--- src/rtl/tb_pkg.sv ---
// Shared token-buffer definitions: geometry, source-select codes and the
// dispatcher FSM state encoding.
package tb_pkg;

  localparam int ADDR_W    = 8;
  localparam int DATA_W    = 64;
  localparam int TB_RD_LAT = 3;

  localparam logic [1:0] SRC_DRAM = 2'd0;
  localparam logic [1:0] SRC_DISP = 2'd1;
  localparam logic [1:0] SRC_COL  = 2'd2;
  localparam logic [1:0] SRC_GATE = 2'd3;

  typedef logic [1:0] disp_state_t;

  localparam disp_state_t ST_IDLE  = 2'd0;
  localparam disp_state_t ST_ISSUE = 2'd1;
  localparam disp_state_t ST_DRAIN = 2'd2;
  localparam disp_state_t ST_DONE  = 2'd3;

endpackage

--- src/rtl/disp_ret_fifo.sv ---
// Return FIFO for the dispatcher: absorbs realigned read data so the consumer
// may stall without dropping tokens. Push and pop may coincide at any occupancy.
module disp_ret_fifo #(
  parameter int WIDTH = 65,
  parameter int DEPTH = 8
) (
  input  logic                       clk,
  input  logic                       rst_n,
  input  logic                       push,
  input  logic [WIDTH-1:0]           wdata,
  input  logic                       pop,
  output logic [WIDTH-1:0]           rdata,
  output logic                       full,
  output logic                       empty,
  output logic [$clog2(DEPTH+1)-1:0] count
);

  localparam int PTR_W = (DEPTH > 1) ? $clog2(DEPTH) : 1;
  localparam int CNT_W = $clog2(DEPTH + 1);

  logic [WIDTH-1:0] mem [DEPTH];
  logic [PTR_W-1:0] wr_ptr, rd_ptr;
  logic             do_push, do_pop;

  assign do_pop  = pop && !empty;
  assign do_push = push && (!full || do_pop);

  function automatic logic [PTR_W-1:0] ptr_inc(input logic [PTR_W-1:0] p);
    return (p == PTR_W'(DEPTH - 1)) ? '0 : p + 1'b1;
  endfunction

  always_ff @(posedge clk or negedge rst_n) begin
    if (!rst_n) begin
      wr_ptr <= '0;
      rd_ptr <= '0;
      count  <= '0;
    end else begin
      if (do_push) wr_ptr <= ptr_inc(wr_ptr);
      if (do_pop)  rd_ptr <= ptr_inc(rd_ptr);
      count <= count + CNT_W'(do_push) - CNT_W'(do_pop);
    end
  end

  // NOTE: storage is deliberately not reset; empty/valid gating hides stale
  // entries, and leaving it out keeps this a plain RAM.
  always_ff @(posedge clk) begin
    if (do_push) mem[wr_ptr] <= wdata;
  end

  assign rdata = mem[rd_ptr];
  assign full  = (count == CNT_W'(DEPTH));
  assign empty = (count == '0);

  overflow_chk: assert property (@(posedge clk) disable iff (!rst_n)
    !(push && full && !pop));

endmodule

--- src/rtl/token_dispatcher.sv ---
// Dispatcher-port read engine: issues one token-buffer read per token of a
// command, realigns the returning data and streams it to an expert.
module token_dispatcher #(
  parameter int ADDR_W     = tb_pkg::ADDR_W,
  parameter int DATA_W     = tb_pkg::DATA_W,
  parameter int TB_RD_LAT  = tb_pkg::TB_RD_LAT,
  parameter int FIFO_DEPTH = 8,
  parameter int EXP_W      = 3
) (
  input  logic              clk,
  input  logic              rst_n,
  input  logic              in_cmd_valid,
  output logic              out_cmd_ready,
  input  logic [ADDR_W-1:0] in_cmd_base,
  input  logic [ADDR_W:0]   in_cmd_len,
  input  logic [EXP_W-1:0]  in_cmd_expert,
  output logic              out_tb_req,
  input  logic              in_tb_gnt,
  output logic              out_disp_req,
  output logic [ADDR_W-1:0] out_disp_addr,
  input  logic [DATA_W-1:0] in_disp_rdata,
  output logic              out_tok_valid,
  input  logic              in_tok_ready,
  output logic [DATA_W-1:0] out_tok_data,
  output logic [EXP_W-1:0]  out_tok_expert,
  output logic              out_tok_last,
  output logic              out_done,
  output logic              out_busy
);

  import tb_pkg::disp_state_t;
  import tb_pkg::ST_IDLE;
  import tb_pkg::ST_ISSUE;
  import tb_pkg::ST_DRAIN;
  import tb_pkg::ST_DONE;

  localparam int INF_W = $clog2(TB_RD_LAT + 1);
  localparam int CNT_W = $clog2(FIFO_DEPTH + 1);

  disp_state_t          state, state_nxt;
  logic [ADDR_W-1:0]    base_q;
  logic [ADDR_W:0]      len_q, issued_q, popped_q;
  logic [EXP_W-1:0]     expert_q;
  logic [TB_RD_LAT-1:0] vld_sr, last_sr;
  logic [INF_W-1:0]     inflight;
  logic [CNT_W-1:0]     fifo_count;
  logic                 fifo_full, fifo_empty;
  logic [DATA_W:0]      fifo_head;
  logic                 accept, issue, issue_last, pop;

  assign inflight   = INF_W'($countones(vld_sr));
  assign accept     = (state == ST_IDLE) && in_cmd_valid;
  assign issue_last = ((issued_q + 1'b1) == len_q);
  assign pop        = !fifo_empty && in_tok_ready;

  // Credit uses this cycle's occupancy only; a same-cycle pop is not counted,
  // so the FIFO can never be asked to hold more than FIFO_DEPTH entries.
  assign issue = (state == ST_ISSUE) && in_tb_gnt && (issued_q < len_q) &&
                 ((int'(inflight) + int'(fifo_count)) < FIFO_DEPTH);

  // NOTE: every combinational output gets a default first so no path infers a latch.
  always_comb begin
    state_nxt = state;
    case (state)
      ST_IDLE:  if (in_cmd_valid) state_nxt = (in_cmd_len == '0) ? ST_DONE : ST_ISSUE;
      ST_ISSUE: if (issue && issue_last) state_nxt = ST_DRAIN;
      ST_DRAIN: if ((inflight == '0) && fifo_empty && (popped_q == len_q)) state_nxt = ST_DONE;
      default:  state_nxt = ST_IDLE;
    endcase
  end

  // NOTE: sequential state uses non-blocking assignments so every register
  // samples pre-edge values regardless of statement order.
  always_ff @(posedge clk or negedge rst_n) begin
    if (!rst_n) begin
      state    <= ST_IDLE;
      base_q   <= '0;
      len_q    <= '0;
      expert_q <= '0;
      issued_q <= '0;
      popped_q <= '0;
      vld_sr   <= '0;
      last_sr  <= '0;
    end else begin
      state <= state_nxt;
      if (accept) begin
        base_q   <= in_cmd_base;
        len_q    <= in_cmd_len;
        expert_q <= in_cmd_expert;
        issued_q <= '0;
        popped_q <= '0;
      end else begin
        if (issue) issued_q <= issued_q + 1'b1;
        if (pop)   popped_q <= popped_q + 1'b1;
      end
      vld_sr  <= (vld_sr << 1)  | TB_RD_LAT'(issue);
      last_sr <= (last_sr << 1) | TB_RD_LAT'(issue && issue_last);
    end
  end

  disp_ret_fifo #(
    .WIDTH (DATA_W + 1),
    .DEPTH (FIFO_DEPTH)
  ) u_fifo (
    .clk   (clk),
    .rst_n (rst_n),
    .push  (vld_sr[TB_RD_LAT-1]),
    .wdata ({last_sr[TB_RD_LAT-1], in_disp_rdata}),
    .pop   (pop),
    .rdata (fifo_head),
    .full  (fifo_full),
    .empty (fifo_empty),
    .count (fifo_count)
  );

  assign out_cmd_ready  = (state == ST_IDLE);
  assign out_tb_req     = (state == ST_ISSUE) || ((state == ST_DRAIN) && (inflight != '0));
  assign out_disp_req   = issue;
  assign out_disp_addr  = issue ? (base_q + issued_q[ADDR_W-1:0]) : '0;
  assign out_tok_valid  = !fifo_empty;
  assign out_tok_data   = fifo_empty ? '0 : fifo_head[DATA_W-1:0];
  assign out_tok_last   = !fifo_empty && fifo_head[DATA_W];
  assign out_tok_expert = expert_q;
  assign out_done       = (state == ST_DONE);
  assign out_busy       = (state != ST_IDLE);

endmodule

--- config.mk ---
export PLATFORM = sky130hd
export DESIGN_NAME = token_dispatcher
export DESIGN_NICKNAME = d
export VERILOG_FILES = /design/src/rtl/tb_pkg.sv /design/src/rtl/disp_ret_fifo.sv /design/src/rtl/token_dispatcher.sv
export SDC_FILE = /design/constraint.sdc
export NUM_CORES = 1
export LEC_CHECK = 0
export ABC_AREA = 1
export CORE_MARGIN = 1
export CORE_UTILIZATION = 50
export DETAILED_ROUTE_END_ITERATION = 7
export PLACE_DENSITY_LB_ADDON = 0.08
export SLEW_MARGIN = 20
export SYNTH_ARGS = -nofsm -noshare
export SYNTH_HDL_FRONTEND = slang
export SYNTH_SLANG_ARGS = --single-unit
--- constraint.sdc ---
create_clock -name clk -period 7.05 [get_ports clk]
set_clock_uncertainty 0.2 [all_clocks]
set_input_delay 1.41 -clock clk [delete_from_list [all_inputs] [get_ports clk]]
set_output_delay 1.41 -clock clk [all_outputs]
set_load 0.03 [all_outputs]
Word level (Yosys, flattened, before mapping)
Memory sizes are Yosys's and may differ from the RTL's.
Index checks and enable logic that the tools add are counted.
Storage, ports and cells
  register bits after elaboration: 56
  memory bits (writable): 520
  input bits: 89
  output and inout port bits: 82
  logic and storage cells: 77
  memories: 1
Operators by class
  $add $sub $neg: 10
  order comparisons: 2
  equality and inequality tests: 11
  muxes and demuxes: 15
  bitwise gates (word level): 2
  reduce and logical (&&, ||, !) cells: 25
Memories
  u_fifo.mem: words 8, width 65, read ports 1, clocked after memory_dff 0, wr ports 1, line disp_ret_fifo.sv:21  | logic [WIDTH-1:0] mem [DEPTH];
Operators by type and width (count)
  $mux 64: 1
  $mux 9: 4
  $add 9x1->9 const B: 2
  $eq 9x9->1: 2
  $logic_and 1x1->1: 12
  $logic_not 9->1: 1
  $lt 9x9->1: 1
  $add 8x8->8: 1
  $mux 2: 4
  $mux 8: 1
  $reduce_bool 2->1: 4
  $add 3x1->3 const B: 2
  $eq 3x3->1 const B: 2
  $mux 3: 2
  $ne 2x2->1 const B: 3
  $or 3x1->3: 2
  $pmux 2 s3: 1
  $add 2x4->5: 1
  $lt 5x4->1 const B: 1
  $add 4x1->4: 1
  $eq 2x2->1 const B: 2
  $eq 4x4->1 const B: 1
  $logic_not 2->1: 2
  $logic_not 4->1: 1
  8 further kinds: 11

Longest topological paths before layout
Gate-level depths: netlist of run 1.
  word-level depth: 8
  mapped depth: 14
  depth with buffers taken out: 14

Cells and area by module
A second synthesis of run 1 with hierarchy kept.
Second synthesis, totals
  cell total of the unflattened synthesis: 2349
  area total of the unflattened synthesis: 25022.7 um^2
Modules (own cells, without submodules)
  disp_ret_fifo: instances 1, cells each 1810, area an instance 21473.1 um^2, seq. area each 15865.2 um^2
  token_dispatcher: instances 1, cells each 539, area an instance 3549.7 um^2, seq. area each 1151.1 um^2

Worst setup path after synthesis of run 1
OpenSTA, ideal clock, no wires.
  path kind: input-to-reg
  start point: in in_tok_ready
  end point: mem u_fifo.mem[0][0], enable pin
  setup time: 0.488 ns
  arrival: 4.830 ns
  data required time: 6.362 ns
  slack: 1.532 ns
  stages: 7
  buffers on the path: 1
  path through: nand2_1 > nand4_1 > and2_1 > buf_2 > inv_1 > or2_1 > nor2_1
Between the ends
  word-level cells in the longest chain between the ends: 6
Ends and longest elaborated chain
  start, declared: line token_dispatcher.sv:23  | input logic in_tok_ready,
  $logic_and 1x1->1: line token_dispatcher.sv:54  | assign pop = !fifo_empty && in_tok_ready;
  $logic_and 1x1->1: line disp_ret_fifo.sv:25  | assign do_pop = pop && !empty;
  $logic_or 1x1->1: line disp_ret_fifo.sv:26  | assign do_push = push && (!full || do_pop);
  $logic_and 1x1->1: line disp_ret_fifo.sv:26
  net u_fifo.do_push: line disp_ret_fifo.sv:23  | logic do_push, do_pop;
  $mux 1: line disp_ret_fifo.sv:47  | if (do_push) mem[wr_ptr] <= wdata;
  $mux 1 (implied by the code): line disp_ret_fifo.sv:47
  end, declared: line disp_ret_fifo.sv:21
The timed path passes the listed nets, and every way through them passes these cells.

Worst setup path in the final report of run 1
  start point: reg u_fifo.rd_ptr[1]
  end point: out out_tok_data[46]
Between the ends
  word-level cells in the longest chain between the ends: 2
Ends and longest elaborated chain
  start, declared: line disp_ret_fifo.sv:22  | logic [PTR_W-1:0] wr_ptr, rd_ptr;
  start signal, assigned: line disp_ret_fifo.sv:39  | if (do_pop) rd_ptr <= ptr_inc(rd_ptr);
  $mem_v2 8x65
  $mux 64: line token_dispatcher.sv:121  | assign out_tok_data = fifo_empty ? '0 : fifo_head[DATA_W-1:0];
  end, declared: line token_dispatcher.sv:24  | output logic [DATA_W-1:0] out_tok_data,
No other way between the ends.

==> results of run 1 <==
## cell usage after synthesis, types with 4 or more instances
library cell    n  area (um^2)
nor2_1        421         1580
a21oi_1        22          110
clkbuf_1       69          259
a31oi_1        65          407
o21ai_1        26          130
nand3_1        28          140
nand2_1       128          480
nand2_2         4         25.0
dfrtp_1        56         1400
o22ai_1        70          438
xor2_1          6         52.6
buf_2          27          135
inv_1          62          233
edfxtp_1      520        15600
nand4_1         9         56.3
buf_4           7         52.6
o21ai_0       329         1650
buf_1           8         30.0
ha_1           35          438
## power by group through the flow
stage	sequential [uW]	combinational (uW)	clock (uW)
4_1_cts	4150	4570	2980
3_3_place_gp	4210	4510	0
3_5_place_dp	4220	4550	0
5_1_grt	4180	4950	3120
6_report	4150	4530	2930
2_1_floorplan	4150	2980	0
## cells by family (layout without fill, tap and decap cells)
group                    Yosys count  count (layout)
AND/OR/NAND/NOR                  609             609
other                              0               1
adder cells (fa/ha/maj)           38              38
XOR/XNOR                          10              10
buffers and inverters            180             371
flip-flops                       576             576
AO/OA/AOI/OAI                    519             519
## state kept, by name (all words and copies together), names as in the netlist
name	flops
base_q	8
issued_q	9
last_sr	3
len_q	9
out_tok_expert	3
popped_q	9
state	2
u_fifo.count	4
u_fifo.mem	520
u_fifo.rd_ptr	3
u_fifo.wr_ptr	3
vld_sr	3
## routing by layer
layer,GRT usage (%),part of all wire (%),vias to the layer above
met5,0,0.020,-
met4,6.02,2.1,2
met3,3.38,5.5,76
met2,37.3,47,435
met1,32.7,45,7569
li1,-,-,7260
## stage by stage
step                hold slack, ps  utilization (%)  std cells  setup slack, ps
finish                         151             59.5       2731             1340
floorplan                      131                -       1932             1530
global placement               135             55.5       2622             1910
CTS                            155             59.4       2729             1250
detailed placement             140             55.6       2623             1910
global route                   157             59.5       2730             1090
## worst max-delay path, stage by stage (launching register included)
cell and delay [ps]:
dfrtp_4 760, inv_4 860, buf_4 460, o21ai_0 140
o22ai_1 110, o21ai_0 80, a31oi_1 330, clkdlybuf4s50_1 740
## final cells by class
class | instances | share of cell area (%)
antenna | 1 | 0.00904
clock buffer | 81 | 5.67
clock inverter | 25 | 0.786
inverter | 67 | 0.949
multi-input combinational | 1176 | 21.2
sequential | 576 | 61.5
tap | 607 | 2.74
timing repair buffer | 198 | 7.15
## worst min path at each step
| stage | startpoint | endpoint | slack [ps] |
|---|---|---|---|
| final | last_sr[1] | last_sr[2] | 150 |
| after global routing | last_sr[1] | last_sr[2] | 160 |
| after CTS | last_sr[1] | last_sr[2] | 150 |
| after detailed placement | last_sr[1] | last_sr[2] | 140 |
| after global placement | last_sr[1] | last_sr[2] | 140 |
| after floorplan | last_sr[0] | last_sr[1] | 130 |
==> qor.yml, run 1 <==
worstPathRequired_ps: 5440
final_net_count: 2204
post_cts_buffers: 0
worstHoldPathCells: 0
p_comb_share_pct: 39.0
synthMuxAreaShare_pct: 0
mostFrequentLayoutCells: "edfxtp_1 (520), nor2_1 (413), o21ai_0 (329), clkdlybuf4s50_1 (169), nand2_1 (128)"
synth-simple-area-share_pct: 10.3
clkPwrFrac_pct: 25.2
cp-endpoint: "out_tok_data[46]"
place_congestion: 0.812
switching_share_pct: 38.0
grt_start_max_net_pins: 263
ctsHoldBuffers: 0
cap_violations: 0
r2r_setup_slack_ps: 2840
outcome: "finished clean"
rsz0062_at_grt: "false"
routedWlPerCell_um: 20.2
period_minus_slack_ps: 5710
synth_fa_ha_area_share_pct: 2.11
start_kind: "register"
switching_power_uw: 4410
cts-buffers-inserted: 58
syn-cell-area_um2: 23600
io_pins: 171
p_seq_share_pct: 35.7
r2r_cells: 12
r2r-start: "u_fifo.count[2]"
synthesis.nets: 2059
post-dp-hpwl_um: 29400
cts_root_buffer: "clkbuf_16"
drtAntennaViolNets: 0
leakage_uw: 0.00956
synth_compound_area_share_pct: 11.8
core-area_um2: 46600
maxSlewHeadroom_pct: 25.6
avgSynthCellArea_um2: 12.2
vias: 15300
r2r_end: "u_fifo.mem[0][24]"
synth_edf_count: 520
ctsResizeCount: 0
vdd_drop_max_mv: 0.311
endpoint_kind: "output pin"
fp-row-count: 79
period_share_pct: 80.9
die_h_um: 219
drc: 0
worst-setup-path-type: "register to output pin"
grt_overflow: 0
layout-drive-gt1-share_pct: 6.41
multi_input_area_um2: 5880
start_util_pct: 50.7
fmax_mhz: 175
fillers: 3752
fin_area_um2: 27700
grt_pass1_vias: 14800
finalSetupViolCount: 0
routed_wl_um: 55100
clockBufferDepth: 3
ys_types: 42
finalSetupTns_ps: 0
yosysSeqAreaShare_pct: 72.1
syn_inst: 1932
cts_tree: "done"
p_int_uw: 7210
dpl-instance-area_um2: 25900
port_buffers: 170
synthFlopType: "edfxtp_1"
async_reset_ff_share_pct: 9.72
die-area_um2: 48100
grt_pass1_wl_um: 84400
cts_num_sinks: 576
ys_ff_latch: 576
dr.pass1.iters: 5
synth_top_family_by_area: "compound AO/OA/AOI/OAI gates"
finalHoldViolations: 0
startpoint: "u_fifo.rd_ptr[1]"
path_clk_slew_ps: 60
powerDensity_nw_per_um2: 419
die_x_um: 219
syn2layout_area_growth_pct: 17.4
total_power_uw: 11600
slew_violations: 0
clk_latency_ps: 610
hold_class: "register to register"
drt_iter0_markers: 1334
path_max_fanout: 86
final_common_cell: "edfxtp_1"
worst_pin_slew_ps: 1120
register_area_um2: 17000
grt_antenna_before_repair: 1
crit_arrival_ps: 4100
synthXorXnorAreaFrac_pct: 0.435
htree_levels: 2
grt.total_usage_pct: 23.0
yosys_warnings: 0
viasPerCell: 5.62
Note: power is estimated with default switching activity, not from simulation.
==> run 2: changes to the inputs <==
==> constraint.sdc (replaced) <==
create_clock -name clk -period 4.77 [get_ports clk]
set_clock_uncertainty 0.2 [all_clocks]
set_input_delay 0.954 -clock clk [delete_from_list [all_inputs] [get_ports clk]]
set_output_delay 0.954 -clock clk [all_outputs]
set_load 0.03 [all_outputs]
==> run 2 against run 1 <==
Net effect:
- critical path depth unchanged
- routed wire length down 0.90%
- die area unchanged
- clock power up 59%
- hold slack worse by 0.56 ps
- final area up 1.5%
==> qor.yml, run 2 (synthesized netlist as in run 1, its figures left out) <==
final_common_cell: "edfxtp_1"
final_net_count: 2219  # +0.68%
slew_violations: 0  # unchanged
drc: 0  # unchanged
dr.pass1.iters: 5  # unchanged
worstHoldPathCells: 0  # unchanged
crit_arrival_ps: 3320  # -780 ps
grt_pass1_wl_um: 84500  # +0.14%
die_h_um: 219  # unchanged
dpl-instance-area_um2: 26100  # +0.97%
grt_pass1_vias: 15100  # +1.6%
htree_levels: 2  # unchanged
start_util_pct: 50.7  # unchanged
hold_end: "last_sr[2]"
endpoint_kind: "output pin"
layout-drive-gt1-share_pct: 7.28  # +0.87 points
drtAntennaViolNets: 0  # unchanged
ctsHoldBuffers: 0  # unchanged
worst_pin_slew_ps: 784  # -331 ps
io_pins: 171  # unchanged
clk_latency_ps: 610  # about the same
period_minus_slack_ps: 4480
maxSlewHeadroom_pct: 47.6  # +22 points
critPathSlowestCell: "clkdlybuf4s50_1"
path_max_fanout: 60  # -30%
port_buffers: 170  # unchanged
routed_wl_um: 54600  # -0.90%
final.setup.worst_slack_ps: 293  # -1050 ps
vias: 15200  # -1.0%
finalHoldViolations: 0  # unchanged
fmax_mhz: 223
regMostFlops: "u_fifo.mem"
grt.total_usage_pct: 23.1  # +0.041 points
mostFrequentLayoutCells: "edfxtp_1 (520), nor2_1 (413), o21ai_0 (329), clkdlybuf4s50_1 (161), nand2_1 (128)"
cts-buffers-inserted: 60  # +3.4%
post_cts_buffers: 0  # unchanged
outcome: "finished clean"
place_congestion: 0.829  # +2.0%
dp_slack_ps: 686  # -1220 ps
worstPathRequired_ps: 3620  # -1820 ps
worst_path_dominant_cell_family: "buffers and inverters"
die_x_um: 219  # unchanged
drt_iter0_markers: 1044  # -22%
routedWlPerCell_um: 19.8  # -1.7%
rsz0062_at_grt: "false"
powerDensity_nw_per_um2: 625  # +49%
cts_num_sinks: 576  # unchanged
cts_tree: "done"
worstPathCellList: "inv_4 > buf_4 > o21ai_0 > o22ai_1 > o21ai_0 > a31oi_1 > clkdlybuf4s50_1"
vdd_drop_max_mv: 0.486  # +56%
grt_overflow: 0  # unchanged
leakage_uw: 0.00989  # +3.5%
worst-setup-path-type: "register to output pin"
die-area_um2: 48100  # unchanged
viasPerCell: 5.51  # -1.8%
crit_buf_inv: 3  # unchanged
largest_register_ffs: 520  # unchanged
cts_root_buffer: "clkbuf_16"
start_kind: "register"
max_stage_delay_ps: 700  # -160 ps
r2r_setup_slack_ps: 1570  # -1270 ps
r2r-start: "u_fifo.count[2]"
total_power_uw: 17600  # +51%
core-area_um2: 46600  # unchanged
grt_start_max_net_pins: 153  # -42%
clockBufferDepth: 3  # unchanged
finalSetupViolCount: 0  # unchanged
hold_class: "register to register"
crit_top_cell: "o21ai_0"
fin_area_um2: 28100  # +1.5%
grt_antenna_before_repair: 3  # +2
r2r_cells: 11  # -1
path_clk_slew_ps: 60  # about the same
finalSetupTns_ps: 0  # unchanged
post-dp-hpwl_um: 29300  # -0.25%
period_share_pct: 93.9
fp-row-count: 79  # unchanged
cap_violations: 0  # unchanged
syn2layout_area_growth_pct: 19.2
min_from: "last_sr[1]"
r2r_end: "u_fifo.mem[6][41]"
ctsResizeCount: 0  # unchanged
==> run 2: final cells by class <==
cell class | instances | area (um^2)
Tap cell | 607 | 759
Multi-Input combinational cell | 1176 | 5880
Timing Repair Buffer | 211 | 2220
Sequential cell | 576 | 17000
Inverter | 67 | 262
Fill cell | 3694 | 18400
Clock inverter | 28 | 299
Antenna cell | 2 | 5.00
Clock buffer | 86 | 1670
==> run 2: how the worst max path moves through the flow <==
| stage | from | to | slack (ps) | depth (start not counted) |
|---|---|---|---|---|
| 2_1_floorplan | in_tok_ready | u_fifo.mem[0][0] | -290 | 7 |
| 3_3_place_gp | in_tb_gnt | out_disp_addr[5] | 750 | 8 |
| 3_5_place_dp | in_tb_gnt | out_disp_addr[6] | 690 | 8 |
| 4_1_cts | vld_sr[0] | out_disp_addr[6] | 80 | 11 |
| 5_1_grt | u_fifo.rd_ptr[1] | out_tok_data[9] | 90 | 7 |
| 6_report | u_fifo.rd_ptr[1] | out_tok_data[9] | 290 | 7 |
==> run 2: report_power, final <==
part / leakage, uW / switching (uW) / internal (uW)
combinational: 0.00355 / 4470 / 2400
sequential: 0.00539 / 210 / 5850
clock: 0.000957 / 1890 / 2750
total: 0.00989 / 6570 / 11000
==> run 2: worst register-to-register path: cells and delay by family (launching register included) <==
family | cells | cell delay (ps)
AND/OR/NAND/NOR | 6 | 1420
buffers and inverters | 4 | 650
flip-flops | 1 | 390
adder cells (fa/ha/maj) | 1 | 200
==> run 2: layer usage <==
layer	global-route usage [%]	up-vias	wire [um]
li1	-	7314	-
met1	30.9	7413	24200
met2	38.7	362	26500
met3	3.42	90	2680
met4	7.48	2	1230
met5	0	-	8
==> run 2: per-stage QoR <==
| stage | instances | util (%) | hold WS [ps] |
|---|---|---|---|
| detailed placement | 2637 | 56.1 | 147 |
| global route | 2752 | 60.4 | 163 |
| global placement | 2637 | 56.1 | 140 |
| floorplan | 1932 | - | 131 |
| CTS | 2751 | 60.4 | 159 |
| finish | 2753 | 60.4 | 150 |
